**config.mk**
```make
export PLATFORM = sky130hd
export DESIGN_NAME = branch_issue_sched
export DESIGN_NICKNAME = d
export VERILOG_FILES = /design/src/rtl/branch_issue_sched.sv
export SDC_FILE = /design/constraint.sdc
export NUM_CORES = 2
export LEC_CHECK = 0
export ABC_AREA = 1
export BUFFER_PORTS_ARGS = -buffer_cell sky130_fd_sc_hd__buf_2
export CAP_MARGIN = 10
export CELL_PAD_IN_SITES_DETAIL_PLACEMENT = 1
export CELL_PAD_IN_SITES_GLOBAL_PLACEMENT = 2
export CORE_MARGIN = 2
export CORE_UTILIZATION = 44
export CTS_BUF_LIST = sky130_fd_sc_hd__clkbuf_8
export CTS_CLUSTER_SIZE = 16
export DETAILED_ROUTE_END_ITERATION = 12
export PLACE_DENSITY_LB_ADDON = 0.1
export SLEW_MARGIN = 20
export SYNTH_ARGS = -nofsm -noshare
export SYNTH_HDL_FRONTEND = slang
export SYNTH_SLANG_ARGS = --single-unit
```
**constraint.sdc**
```tcl
create_clock -name clk -period 19.7 [get_ports clk]
set_input_delay 2.955 -clock clk [delete_from_list [all_inputs] [get_ports clk]]
set_output_delay 2.955 -clock clk [all_outputs]
set_load 0.02 [all_outputs]
```
**src/rtl/branch_issue_sched.sv**
```systemverilog
// branch_issue_sched: branch reservation station, oldest-ready-first issue (disp_* in, wb_* wakeup, flush, iss_* out, occupancy); `BRQ_WAKEUP_BYPASS_EN enables same-cycle wakeup issue
module branch_issue_sched #(
  parameter int NR_ENTRIES = 4,
  parameter int XLEN       = 64,
  parameter int ID_W       = 6,
  parameter int BQID_W     = 3,
  parameter int CTRL_W     = 4
) (
  input  logic                            clk,
  input  logic                            rst,
  input  logic                            disp_valid,
  output logic                            disp_ready,
  input  logic [ID_W-1:0]                 disp_id,
  input  logic [BQID_W-1:0]               disp_bqid,
  input  logic [XLEN-1:0]                 disp_pc,
  input  logic [XLEN-1:0]                 disp_imm,
  input  logic [CTRL_W-1:0]               disp_op,
  input  logic                            disp_rs1_rdy,
  input  logic                            disp_rs2_rdy,
  input  logic [ID_W-1:0]                 disp_rs1_tag,
  input  logic [ID_W-1:0]                 disp_rs2_tag,
  input  logic [XLEN-1:0]                 disp_rs1_val,
  input  logic [XLEN-1:0]                 disp_rs2_val,
  input  logic                            wb_valid,
  input  logic [ID_W-1:0]                 wb_tag,
  input  logic [XLEN-1:0]                 wb_val,
  input  logic                            flush,
  output logic                            iss_valid,
  input  logic                            iss_ready,
  output logic [ID_W-1:0]                 iss_id,
  output logic [BQID_W-1:0]               iss_bqid,
  output logic [XLEN-1:0]                 iss_pc,
  output logic [XLEN-1:0]                 iss_imm,
  output logic [CTRL_W-1:0]               iss_op,
  output logic [XLEN-1:0]                 iss_rs1val,
  output logic [XLEN-1:0]                 iss_rs2val,
  output logic [$clog2(NR_ENTRIES):0]     occupancy
);
  localparam int CW = $clog2(NR_ENTRIES) + 1;
  localparam int IW = $clog2(NR_ENTRIES);
  logic [NR_ENTRIES-1:0] vld, r1, r2, rdy, byp1, byp2, gnt;
  logic [NR_ENTRIES-1:0] older [NR_ENTRIES];
  logic [ID_W-1:0] id [NR_ENTRIES];
  logic [ID_W-1:0] t1 [NR_ENTRIES];
  logic [ID_W-1:0] t2 [NR_ENTRIES];
  logic [BQID_W-1:0] bq [NR_ENTRIES];
  logic [XLEN-1:0] pc [NR_ENTRIES];
  logic [XLEN-1:0] imm [NR_ENTRIES];
  logic [XLEN-1:0] v1 [NR_ENTRIES];
  logic [XLEN-1:0] v2 [NR_ENTRIES];
  logic [CTRL_W-1:0] op [NR_ENTRIES];
  logic [CW-1:0] cnt;
  logic [IW-1:0] fslot;
  logic do_disp, do_iss, d_w1, d_w2;
  assign occupancy = cnt;
  assign disp_ready = cnt < CW'(NR_ENTRIES);
  assign do_disp = disp_valid && disp_ready;
  assign do_iss = iss_valid && iss_ready;
  assign iss_valid = |gnt;
  assign d_w1 = !disp_rs1_rdy && wb_valid && disp_rs1_tag == wb_tag;
  assign d_w2 = !disp_rs2_rdy && wb_valid && disp_rs2_tag == wb_tag;
  always_comb begin
    fslot = '0;
    for (int i = NR_ENTRIES - 1; i >= 0; i--) fslot = vld[i] ? fslot : IW'(i);
    for (int i = 0; i < NR_ENTRIES; i++) begin
      byp1[i] = !r1[i] && wb_valid && t1[i] == wb_tag;
      byp2[i] = !r2[i] && wb_valid && t2[i] == wb_tag;
    end
`ifdef BRQ_WAKEUP_BYPASS_EN
    rdy = vld & (r1 | byp1) & (r2 | byp2);
`else
    rdy = vld & r1 & r2;
`endif
  end
  // older[j][i] set means entry j was dispatched before entry i
  always_comb begin
    logic [NR_ENTRIES-1:0] col;
    col = '0;
    gnt = '0;
    iss_id = '0;
    iss_bqid = '0;
    iss_pc = '0;
    iss_imm = '0;
    iss_op = '0;
    iss_rs1val = '0;
    iss_rs2val = '0;
    for (int i = 0; i < NR_ENTRIES; i++) begin
      for (int j = 0; j < NR_ENTRIES; j++) col[j] = (j != i) && older[j][i];
      gnt[i] = rdy[i] && !(|(rdy & col));
      iss_id |= {ID_W{gnt[i]}} & id[i];
      iss_bqid |= {BQID_W{gnt[i]}} & bq[i];
      iss_pc |= {XLEN{gnt[i]}} & pc[i];
      iss_imm |= {XLEN{gnt[i]}} & imm[i];
      iss_op |= {CTRL_W{gnt[i]}} & op[i];
`ifdef BRQ_WAKEUP_BYPASS_EN
      iss_rs1val |= {XLEN{gnt[i]}} & (r1[i] ? v1[i] : wb_val);
      iss_rs2val |= {XLEN{gnt[i]}} & (r2[i] ? v2[i] : wb_val);
`else
      iss_rs1val |= {XLEN{gnt[i]}} & v1[i];
      iss_rs2val |= {XLEN{gnt[i]}} & v2[i];
`endif
    end
  end
  always_ff @(posedge clk) begin
    if (rst || flush) begin
      vld <= '0;
      cnt <= '0;
    end else begin
      for (int i = 0; i < NR_ENTRIES; i++) begin
        if (byp1[i]) begin
          r1[i] <= 1'b1;
          v1[i] <= wb_val;
        end
        if (byp2[i]) begin
          r2[i] <= 1'b1;
          v2[i] <= wb_val;
        end
        if (do_iss && gnt[i]) vld[i] <= 1'b0;
      end
      if (do_disp) begin
        vld[fslot] <= 1'b1;
        id[fslot] <= disp_id;
        bq[fslot] <= disp_bqid;
        pc[fslot] <= disp_pc;
        imm[fslot] <= disp_imm;
        op[fslot] <= disp_op;
        t1[fslot] <= disp_rs1_tag;
        t2[fslot] <= disp_rs2_tag;
        r1[fslot] <= disp_rs1_rdy || d_w1;
        r2[fslot] <= disp_rs2_rdy || d_w2;
        v1[fslot] <= disp_rs1_rdy ? disp_rs1_val : wb_val;
        v2[fslot] <= disp_rs2_rdy ? disp_rs2_val : wb_val;
        older[fslot] <= '0;
        for (int j = 0; j < NR_ENTRIES; j++) if (IW'(j) != fslot) older[j][fslot] <= 1'b1;
      end
      cnt <= cnt + CW'(do_disp) - CW'(do_iss);
    end
  end
`ifndef SYNTHESIS
  always_ff @(posedge clk) if (!rst && disp_valid && !disp_ready) $error("branch_issue_sched: dispatch while full");
`endif
endmodule

```
# --- After elaboration in Yosys (flattened, before gate mapping) ---
# Memories as Yosys holds them, arrays and structs flattened.
# Cells that the tools add are included.
totals:
  out_inout_bits: 274
  reg_bits: 15
  elab_cells: 222
  memories: 10
  latchBits: 0
  rom_bits: 0
  ramBits: 1140
  inputBits: 359
mem_list:
  columns: ["name", "words", "width", "rd", "rd_ports_with_merged_regs", "wr", "line", "rtl"]
  rows:
  - ["imm", 4, 64, 4, 0, 1, "48", "logic [XLEN-1:0] imm [NR_ENTRIES];"]
  - ["pc", 4, 64, 4, 0, 1, "47", "logic [XLEN-1:0] pc [NR_ENTRIES];"]
  - ["v1", 4, 64, 4, 0, 5, "49", "logic [XLEN-1:0] v1 [NR_ENTRIES];"]
  - ["v2", 4, 64, 4, 0, 5, "50", "logic [XLEN-1:0] v2 [NR_ENTRIES];"]
  - ["id", 4, 6, 4, 0, 1, "43", "logic [ID_W-1:0] id [NR_ENTRIES];"]
  - ["t1", 4, 6, 4, 0, 1, "44", "logic [ID_W-1:0] t1 [NR_ENTRIES];"]
  - ["+4 memories", null, null, null, null, null, null, null]
op_classes:
  n_mul: 0
  div_mod_pow: 0
  n_mux: 80
  reduce_logical: 54
  add_sub_neg: 2
  n_bitwise: 56
  n_lt_le_gt_ge: 3
  shifts: 0
  n_eq_ne: 13
op_table:
  columns: ["op", "n"]
  rows:
  - ["64-bit AND", 16]
  - ["64-bit OR", 12]
  - ["64-bit 2-to-1 mux", 2]
  - ["1-bit 2-to-1 mux", 64]
  - ["6-bit equality test", 10]
  - ["4-bit AND", 9]
  - ["1-bit logical AND", 31]
  - ["4-bit 2-to-1 mux", 7]
  - ["6-bit AND", 4]
  - ["4-bit OR reduction", 5]
  - ["6-bit OR", 3]
  - ["4-bit OR", 4]
  - ["1-bit logical NOT", 14]
  - ["3-bit AND", 4]
  - ["3-bit OR", 3]
  - ["4-bit bitwise mux", 2]
  - ["2-bit 2-to-1 mux", 4]
  - ["4-bit by 3-bit AND with 4-bit output", 1]
  - ["2-bit != test, first input constant", 2]
  - ["3-bit by 1-bit adder with 3-bit output", 1]
  - ["1-bit logical OR", 3]
  - ["2-bit by 3-bit less-than comparator with 1-bit output, second input constant", 1]
  - ["3-bit less-than comparator, second input constant", 1]
  - ["3-bit by 1-bit subtractor with 3-bit output", 1]
  - ["4 further kinds", 4]

# --- Longest topological paths before layout ---
depth:
  depth_word: 13
  ltp_mapped: 16
  depth_no_buf: 15

# --- Worst setup path before layout ---
# No wires, ideal clock.
synth_path:
  path_type: "in2reg"
  from: "input flush"
  to: "memory v1[0][0] (enable)"
  setup_ns: 0.574
  t_arrival_ns: 8.545
  path_buffers: 2
  slack_ns: 10.581
  cell_stages: 7
  required_time_ns: 19.126
  path_cell_list: "nor2_4 > inv_2 > nor2_4 > inv_2 > buf_6 > buf_2 > o21ai_0"
synth_rtl:
  columns: ["item", "line", "rtl"]
  rows:
  - ["from (decl)", "27", "input logic flush,"]
  - ["to (decl)", "49", null]

# --- Worst setup path in the final report ---
layout_path:
  from: "register vld[2]"
  to: "output iss_imm[21]"
layout_via:
  elab_chain_len: 10
  elab_cells_between_ends: 25
  classes_between: "bitwise (13); reduce/logical (12)"
layout_rtl:
  columns: ["item", "line", "rtl"]
  rows:
  - ["from (decl)", "41", "logic [NR_ENTRIES-1:0] vld, r1, r2, rdy, byp1, byp2, gnt;"]
  - ["from (signal assigned)", "106", "vld <= '0;"]
  - ["from (signal, indexed assignment)", "118", "if (do_iss && gnt[i]) vld[i] <= 1'b0;"]
  - ["from (signal, indexed assignment)", "121", "vld[fslot] <= 1'b1;"]
  - ["4-bit AND * (2 in a row)", "72", "rdy = vld & r1 & r2;"]
  - ["4-bit AND", "89", "gnt[i] = rdy[i] && !(|(rdy & col));"]
  - ["4-bit OR reduction", "89", null]
  - ["1-bit logical NOT", "89", null]
  - ["1-bit logical AND", "89", null]
  - ["64-bit AND", "93", "iss_imm |= {XLEN{gnt[i]}} & imm[i];"]
  - ["64-bit OR (2 in a row)", "93", null]
  - ["64-bit OR *", "93", null]
  - ["to (decl)", "33", "output logic [XLEN-1:0] iss_imm,"]
# Mark *: on every way between the ends. The rest lies on a longest branch, timed or not.

==> flow_summary.yaml <==
run_status:
  outcome: "finished with violations"
  failed_checks: "slew limit"
cells_and_area:
  design_area_um2: 57400
  nets: 5050
  final_layout_size_suffix_gt1_share_pct: 19.6
  fill_cells: 11900
  layoutNonFillerInstCount: 6369
  fin_util_pct: 51.1
  syn2layout_area_growth_pct: 15.1
clock_network:
  cts_resized: 0
  cts_tree: "yes"
  path_clk_slew_ns: 0.06
  post-cts-setup-buffers: 0
  root_buffer: "clkbuf_8"
  worstSkewPairLatency_ns: 0.86
  cts.path.max_buffers: 3
  clock-sinks: 1151
  cts_hold_buf: 0
  cts_inserted_buffers: 195
  htreeDepth: 4
setup_path:
  arrival_ns: 4.07
  cp_common_cell: "nand3_1"
  cpPeakStageDelay_ns: 0.87
  worst_setup_path_end_kind: "output port"
  rr_endpoint: "occupancy[2]"
  start_kind: "flop"
  crit_slowest_cell: "buf_4"
  cp.required_ns: 16.75
  worst-path-max-fanout: 149
  reg2reg_from: "r2[1]"
  path_cells: "nand3_1 > nor2_4 > buf_12 > buf_4 > nand3_1 > nand4_1 > buf_2"
  r2r_slack_ns: 15.49
  rr_worst_depth: 17
  crit_type: "flop to output port"
die:
  dieHeight_um: 341
  io_pins: 633
  num_rows: 123
  core_um2: 112000
  die_x_um: 341
  initial_utilization_pct: 44.4
  dieArea_um2: 116000
timing:
  rsz0062_at_grt: "no"
  worst_pin_slew_ns: 1.64
  hold_ws_ns: 0.482
  max_freq_mhz: 142
  fin_crit_ns: 7.03
  setup_viol: 0
  fin_crit_sh_pct: 35.7
  timing.final.ws_setup_ns: 12.67
  hold_viol_final: 0
  slew_viol_final: 111
  fin_skew_ns: 0.0248
  slew_headroom_pct: -9.50
  tns_ns: 0
yosys:
  synthCells: 4145
  syn-num-nets: 4507
  synth_cell_types: 28
  syn_area_um2: 49800
  ys_seq_elements: 1151
  yosysSeqAreaShare_pct: 69.0
  yosys_warnings: 0
  postSynthAreaPerCell_um2: 12.0
power_and_ir_drop:
  ir_drop_mv: 0.0504
  power_frac_comb_pct: 5.3
  p_clk_share_pct: 39.2
  internal_power_mw: 3.76
  switching_share_pct: 23.6
  p_seq_share_pct: 55.5
  p_leak_nw: 21.3
  switching_power_mw: 1.17
  total_power_mw: 4.93
  p_per_area_nw_per_um2: 85.9
global_routing:
  grt_pass1_vias: 38300
  grt_max_degree: 177
  antenna_found_initial: 53
  gr-total-overflow: 0
  grt_pass1_wl_mm: 251
  grt_usage_pct: 29.1
drt:
  drt-total-wl_mm: 172
  first_pass_iters: 6
  ant_nets: 0
  drt_iter0_markers: 2601
  wl_per_cell_um: 27.0
  viasPerCell: 5.87
  route.detailed.drc: 0
  vias: 37400
placement:
  place_inst: 5991
  place_ws_ns: 11.98
  dp_hpwl_mm: 98.8
  dpl_cell_area_um2: 53800
  place.gp.congestion: 0.800
  numPortBuffers: 632
worst_hold_path:
  hold_path.class: "flop to flop"
  hold_end: "older[3][0]"
  min_path_cells: 2
  min-delay-start: "older[3][0]"
flow_run:
  max_cap_violations: 0
==> worst max-delay path by stage <==
| stage | slack (ns) | endpoint | cells after the start | start |
|---|---|---|---|---|
| finish | 12.67 | iss_imm[21] | 7 | vld[2] |
| global route | 12.49 | iss_imm[22] | 7 | vld[2] |
| CTS | 12.67 | iss_imm[22] | 7 | vld[2] |
| detailed placement | 11.98 | pc[1][61] | 8 | flush |
| global placement | 12.04 | pc[1][59] | 8 | flush |
| floorplan | 10.58 | v1[0][0] | 7 | flush |
==> power by group through the flow <==
stage / Sequential (mW) / Combinational [mW] / Clock (mW)
finish: 2.73 / 0.262 / 1.93
global route: 2.74 / 0.289 / 2.08
CTS: 2.73 / 0.264 / 1.97
detailed placement: 2.78 / 0.263 / 0
global placement: 2.78 / 0.257 / 0
floorplan: 2.79 / 0.133 / 0
==> cell type report <==
class	count	area, um2	area share (%)
Inverter	104	410	0.715
Timing Repair Buffer	687	3680	6.42
Multi-Input combinational cell	2549	13500	23.5
Sequential cell	1151	34400	59.9
Tap cell	1500	1880	3.27
Antenna cell	30	75.1	0.131
Clock inverter	150	717	1.25
Clock buffer	198	2730	4.75
==> per-layer routing <==
| metal | vias up | share of wire [%] | track usage, % |
|---|---|---|---|
| li1 | 16800 | - | - |
| met1 | 18900 | 40 | 37.5 |
| met2 | 1341 | 49 | 48.0 |
| met3 | 321 | 7.1 | 5.80 |
| met4 | 32 | 3.6 | 12.0 |
| met5 | - | 0.11 | 0 |
==> sequential cells by signal, indices dropped and copies added (netlist names) <==
signal / count
pc: 256
id: 24
bq: 12
t2: 24
imm: 256
v1: 256
t1: 24
r1: 4
op: 16
vld: 4
older: 12
v2: 256
occupancy: 3
r2: 4
==> cell usage after synthesis <==
cell type / count / area share, %
a21oi_1: 7 / 0.070
buf_1: 2 / 0.015
buf_2: 203 / 2.0
buf_4: 11 / 0.17
buf_6: 20 / 0.45
clkbuf_1: 105 / 0.79
dfxtp_1: 19 / 0.76
edfxtp_1: 1132 / 68
fa_1: 1 / 0.040
ha_1: 2 / 0.050
inv_1: 98 / 0.74
inv_2: 6 / 0.045
mux2i_1: 128 / 2.6
nand2_1: 400 / 3.0
nand2_2: 4 / 0.050
nand2_4: 1 / 0.023
nand3_1: 1107 / 11
nand3_2: 4 / 0.080
nand4_1: 270 / 3.4
nor2_1: 54 / 0.41
nor2_2: 6 / 0.075
nor2_4: 7 / 0.16
nor3_4: 2 / 0.065
o211ai_1: 1 / 0.015
o21ai_0: 261 / 2.6
o21ai_1: 282 / 2.8
xnor2_1: 4 / 0.070
xor2_1: 8 / 0.14
==> cells in the final DEF (no fill, tap or decap), drive strengths merged <==
cell type	instances
a21oi	7
buf	687
bufinv	2
clkbuf	198
clkinv	65
clkinvlp	2
dfxtp	19
diode	30
edfxtp	1132
fa	1
ha	2
inv	185
mux2i	128
nand2	405
nand3	1111
nand4	270
nor2	67
nor3	2
o211ai	1
o21ai	543
xnor2	4
xor2	8
==> logic make-up after synthesis <==
family / share of synthesized area (%)
AOI/OAI and AO/OA: 5.54
muxes: 2.57
buffers and inverters: 4.25
xor gates and xnor gates: 0.211
DFF: 69.0
adders and majority gates: 0.0904
and+or+nand+nor: 18.4
==> worst max-delay path: cells and delay by family, from the launching register on <==
kind	cells	cell delay, ns
buffers and inverters	3	1.76
AND/OR/NAND/NOR	4	0.85
flip-flops	1	0.41
(Power assumes the default switching activity.)
